`src/rtl/exp4_interface_jogada.sv`:
```
// Button input stage for the switch-vs-memory comparison datapath.
// Synchronizes the raw pushbuttons and start button, debounces the button
// vector on both press and release, and hands the control unit a registered
// 4-bit move plus a single-cycle "move done" strobe. A separate path turns the
// start button into a single-cycle start pulse.
module exp4_interface_jogada #(
  parameter int DEBOUNCE_CICLOS = 50000,  // stable cycles required on press and on release
  parameter int CONT_W          = 16      // counter width, 2**CONT_W > DEBOUNCE_CICLOS
) (
  input  logic       clock,
  input  logic       reset,            // asynchronous, active-low
  input  logic [3:0] botoes,
  input  logic       iniciar,
  output logic [3:0] jogada,
  output logic       jogada_feita,
  output logic       jogada_multipla,
  output logic       iniciar_pulso,
  output logic [3:0] db_estado
);

  typedef enum logic [3:0] {
    INICIAL      = 4'd0,
    DEB_APERTA   = 4'd1,
    CAPTURA      = 4'd2,
    ESPERA_SOLTA = 4'd3,
    DEB_SOLTA    = 4'd4
  } estado_t;

  // The counter leaves its state when it reaches this value, so it never wraps.
  localparam logic [CONT_W-1:0] CONT_MAX = CONT_W'(DEBOUNCE_CICLOS - 1);

  logic [3:0]        b_meta, sb;
  logic              i_meta, si, si_prev;

  estado_t           state, state_next;
  logic [CONT_W-1:0] cont, cont_next;
  logic [3:0]        amostra, amostra_next;

  // Two-flop synchronizers for both inputs, plus the start-edge detector.
  // NOTE: clocked state is written with <= so every flop samples the values
  // from before the edge; blocking here would collapse the 2-FF chain.
  always_ff @(posedge clock or negedge reset) begin
    if (!reset) begin
      b_meta        <= '0;
      sb            <= '0;
      i_meta        <= 1'b0;
      si            <= 1'b0;
      si_prev       <= 1'b0;
      iniciar_pulso <= 1'b0;
    end else begin
      b_meta        <= botoes;
      sb            <= b_meta;
      i_meta        <= iniciar;
      si            <= i_meta;
      si_prev       <= si;
      iniciar_pulso <= si & ~si_prev;
    end
  end

  // State, debounce counter and the sampled button vector.
  always_ff @(posedge clock or negedge reset) begin
    if (!reset) begin
      state   <= INICIAL;
      cont    <= '0;
      amostra <= '0;
    end else begin
      state   <= state_next;
      cont    <= cont_next;
      amostra <= amostra_next;
    end
  end

  // Next-state logic: debounce on press, single capture, debounce on release.
  // NOTE: every signal gets its hold value first so no path leaves one
  // unassigned, which would otherwise infer a latch.
  always_comb begin
    state_next   = state;
    cont_next    = cont;
    amostra_next = amostra;
    case (state)
      INICIAL: begin
        if (sb != 4'b0000) begin
          state_next   = DEB_APERTA;
          amostra_next = sb;
          cont_next    = '0;
        end
      end
      DEB_APERTA: begin
        if (sb == 4'b0000) begin
          state_next = INICIAL;
        end else if (sb != amostra) begin
          // Bounce between two nonzero patterns: restart on the new one.
          amostra_next = sb;
          cont_next    = '0;
        end else if (cont == CONT_MAX) begin
          state_next = CAPTURA;
        end else begin
          cont_next = cont + CONT_W'(1);
        end
      end
      CAPTURA: begin
        state_next = ESPERA_SOLTA;
      end
      ESPERA_SOLTA: begin
        // Changes among nonzero patterns while held are ignored.
        if (sb == 4'b0000) begin
          state_next = DEB_SOLTA;
          cont_next  = '0;
        end
      end
      DEB_SOLTA: begin
        if (sb != 4'b0000) begin
          state_next = ESPERA_SOLTA;
        end else if (cont == CONT_MAX) begin
          state_next = INICIAL;
        end else begin
          cont_next = cont + CONT_W'(1);
        end
      end
      default: begin
        state_next = INICIAL;
      end
    endcase
  end

  // Move registers: updated on the edge that enters CAPTURA, so jogada and
  // the strobe become valid together and jogada holds until the next capture.
  always_ff @(posedge clock or negedge reset) begin
    if (!reset) begin
      jogada          <= '0;
      jogada_multipla <= 1'b0;
      jogada_feita    <= 1'b0;
    end else begin
      jogada_feita <= (state_next == CAPTURA);
      if (state_next == CAPTURA) begin
        jogada          <= amostra;
        // More than one bit set iff clearing the lowest set bit leaves any.
        jogada_multipla <= ((amostra & (amostra - 4'd1)) != 4'b0000);
      end
    end
  end

  assign db_estado = state;

endmodule

```
`config.mk`:
```
export PLATFORM = sky130hd
export DESIGN_NAME = exp4_interface_jogada
export DESIGN_NICKNAME = d
export VERILOG_FILES = /design/src/rtl/exp4_interface_jogada.sv
export SDC_FILE = /design/constraint.sdc
export NUM_CORES = 1
export LEC_CHECK = 0
export BUFFER_PORTS_ARGS = -buffer_cell sky130_fd_sc_hd__buf_2
export CAP_MARGIN = 20
export CORE_UTILIZATION = 45
export CTS_BUF_LIST = sky130_fd_sc_hd__clkbuf_4 sky130_fd_sc_hd__clkbuf_8
export DETAILED_ROUTE_END_ITERATION = 8
export GPL_ROUTABILITY_DRIVEN = 0
export PLACE_DENSITY = 0.71
export SLEW_MARGIN = 10
export SYNTH_ARGS = -nofsm -noshare
export SYNTH_HDL_FRONTEND = slang
export SYNTH_SLANG_ARGS = --single-unit
```
`constraint.sdc`:
```
create_clock -name clock -period 3.6 [get_ports clock]
set_clock_uncertainty 0.1 [all_clocks]
set_input_delay 0.18 -clock clock [delete_from_list [all_inputs] [get_ports clock]]
set_output_delay 0.18 -clock clock [all_outputs]
set_load 0.1 [all_outputs]
```
==> impl_metrics.yaml <==
layout:
  num_antenna_cells: 0
  nFillCells: 341
  final_core_util_pct: 55.0
  syn_to_final_growth_pct: 15.1
  nNetsFinal: 203
  drive_above_1_share_pct: 19.9
  seq_area_um2: 1050
  multi_input_area_um2: 833
clock_tree:
  post_cts.repair.setup_buffers: 0
  cts_num_sinks: 42
  clkTransAtPathRegs_ns: 0.09
  numCtsBuffers: 5
  clock_latency_ns: 0.30
  cts_tree: "built"
  clock_path_buffers: 2
  root_buffer: "clkbuf_8"
  htreeDepth: 2
detailed_routing:
  ant_nets: 0
  post_drt_via_cell_ratio: 5.63
  drt_first_pass_iters: 4
  drc: 0
  drt-total-wl_um: 3660
  routedWlPerCell_um: 14.9
  drtIter0Drc: 79
  via_count: 1384
floorplanning:
  core_area_um2: 4060
  die_y_um: 67.6
  fp-row-count: 23
  die_width_um: 67.6
  dieArea_um2: 4570
  start_util_pct: 47.8
  io_pins: 18
worst_setup_path:
  crit_type: "reg2reg"
  rrSetupSlack_ns: 1.13
  start_kind: "flop"
  slowest_delay_ns: 0.55
  worst-r2r-cell-count: 5
  worstPathCellList: "nor4_4, and4b_1, o21ai_1, or3_1, a21oi_1"
  crit_path_start: "sb[1]$_DFF_PN0_"
  endpoint: "cont[2]$_DFFE_PN0P_"
  endpoint_kind: "flop"
  reg2reg_to: "cont[2]$_DFFE_PN0P_"
  cp_max_fo: 11
  worstPathArrival_ns: 2.59
  worstPathRequired_ns: 3.72
  r2r_start: "sb[1]$_DFF_PN0_"
  cpMaxStageDelayCell: "and4b_1"
global_routing:
  grt_max_degree: 43
  grt-ovfl-total: 0
  top_usage_layer: "met2"
  track_usage_pct: 19.3
  met3_usage_pct: 6.08
  antenna_found_initial: 0
  grt_pass1_wl_um: 6440
  use_met1_pct: 23.3
  grtUsageMet2_pct: 31.7
  grt_pass1_vias: 1431
sta:
  worst-slew-pin-transition_ns: 0.885
  min_period_ns: 2.47
  fin_setup_tns_ns: 0
  setup_violations: 0
  relSlewSlack_pct: 41.0
  post-route-period-util_pct: 68.7
  slew_viol_final: 0
  rsz0062_at_grt: "no"
  hold_violations: 0
  timing.fmax_mhz: 404
synth:
  synth_warnings: 0
  synthArstFlopShare_pct: 100
  synth-edff-count: 0
  yosys.area.top_type: "dfrtp_1"
  synth_cell_types: 47
  synth.top_cell.area_share_pct: 54.2
  ys_ff_latch: 42
  synthTopCellsByCount: "dfrtp_1, nor2_1, xor2_1, mux2_2"
  synth_compound_area_share_pct: 10.6
  netlist_instances: 169
  synthTopCellsByArea: "dfrtp_1, xor2_1, mux2_2"
  syn_area_um2: 1940
  synthAdderAreaFrac_pct: 1.16
  ys_seq_area_share_pct: 54.2
  synth_most_common_cell: "dfrtp_1"
  syn_nets: 177
  synth_mux_area_share_pct: 6.26
  synth_top_family_by_area: "simple AND/OR/NAND/NOR gates"
  synth.avg_cell_area_um2: 11.5
  synthFlopType: "dfrtp_1"
  synth_xor_xnor_area_share_pct: 5.87
  synth-simple-area-share_pct: 18.9
job:
  maxCapViolCount: 0
placement:
  port_buffers: 17
  hpwl_um: 2500
worst_hold_path:
  hp-class: "reg2reg"
  holdPathStages: 0
  hp-start: "b_meta[1]$_DFF_PN0_"
run_status:
  status: "complete, no violations"
pwr:
  power_density_nw_per_um2: 430
  ir_drop_uv: 283
  p_leak_nw: 0.996
## worst max-delay path: cells and delay by family, from the launching register on
kind	cells	cell delay [ns]
compound gates	2	0.45
flops	1	0.43
simple gates	3	1.41
## cells in the final DEF, fill, tap and decap left out, types with 2 or more instances in the layout
master	n
dfrtp_1	42
nor2_1	20
buf_2	17
xor2_1	13
mux2_2	9
and3_1	7
o21ai_0	7
a21oi_1	6
dlygate4sd3_1	6
inv_1	5
or3_1	5
clkbuf_8	5
nor3b_1	4
o2111ai_1	4
nor2b_1	3
nand3_1	3
nor4bb_1	2
nand4_1	2
nor3_1	2
o31ai_1	2
nand2_1	2
mux2i_1	2
a21boi_0	2
## what timing repair did
action	4_1_cts	5_1_grt
hold buffers	6	0
resized for setup	0	0
endpoints found under the hold margin	47	0
## final cells by class
| type | instances | share of cell area [%] |
|---|---|---|
| multi-input cells | 117 | 37.4 |
| clock inverters | 3 | 1.96 |
| repair buffers | 24 | 6.84 |
| well taps | 50 | 2.80 |
| flip-flops and latches | 42 | 47.1 |
| clock buffers | 5 | 3.08 |
| inverters | 5 | 0.841 |
## sequential cells by signal, summed over array words and instances (netlist names)
name	cells
jogada	4
jogada_multipla	1
iniciar_pulso	1
cont	16
b_meta	4
db_estado	4
sb	4
amostra	4
i_meta	1
si_prev	1
si	1
jogada_feita	1
## per-stage QoR
step	hold slack, ns	cell area [um2]	power, mW	std cells	worst slack (ns)
6_report	0.251	2230	0.959	246	1.13
4_1_cts	0.256	2230	0.969	246	1.13
3_5_place_dp	0.190	2060	0.591	232	1.17
5_1_grt	0.264	2230	1.01	246	0.968
3_3_place_gp	0.189	2060	0.587	232	1.22
2_1_floorplan	-0.216	1940	0.566	169	0.785
## kinds of logic after synthesis
family | count (synthesis)
other cells | 1
compound gates | 30
xor+xnor | 13
fa+ha+maj | 2
simple gates | 60
flops | 42
buf+inv | 10
mux | 11
## worst min-delay path by stage
| stage | to | slack, ns |
|---|---|---|
| 2_1_floorplan | amostra[0]$_DFFE_PN0P_ | -0.22 |
| 3_3_place_gp | b_meta[0]$_DFF_PN0_ | 0.19 |
| 3_5_place_dp | i_meta$_DFF_PN0_ | 0.19 |
| 4_1_cts | sb[1]$_DFF_PN0_ | 0.26 |
| 5_1_grt | sb[2]$_DFF_PN0_ | 0.26 |
| 6_report | sb[1]$_DFF_PN0_ | 0.25 |
## layer usage
| metal | up-vias | routed length (um) |
|---|---|---|
| met1 | 682 | 1610 |
| met5 | - | 0 |
| li1 | 659 | - |
| met3 | 10 | 189 |
| met4 | 0 | 76 |
| met2 | 33 | 1780 |
## power breakdown
part,leakage (nW),total (mW),internal (mW),switching (mW)
logic,0.392,0.0779,0.0289,0.0490
registers,0.545,0.508,0.488,0.0196
clock network,0.0585,0.373,0.208,0.165
Power figures use the tool's default switching activity.
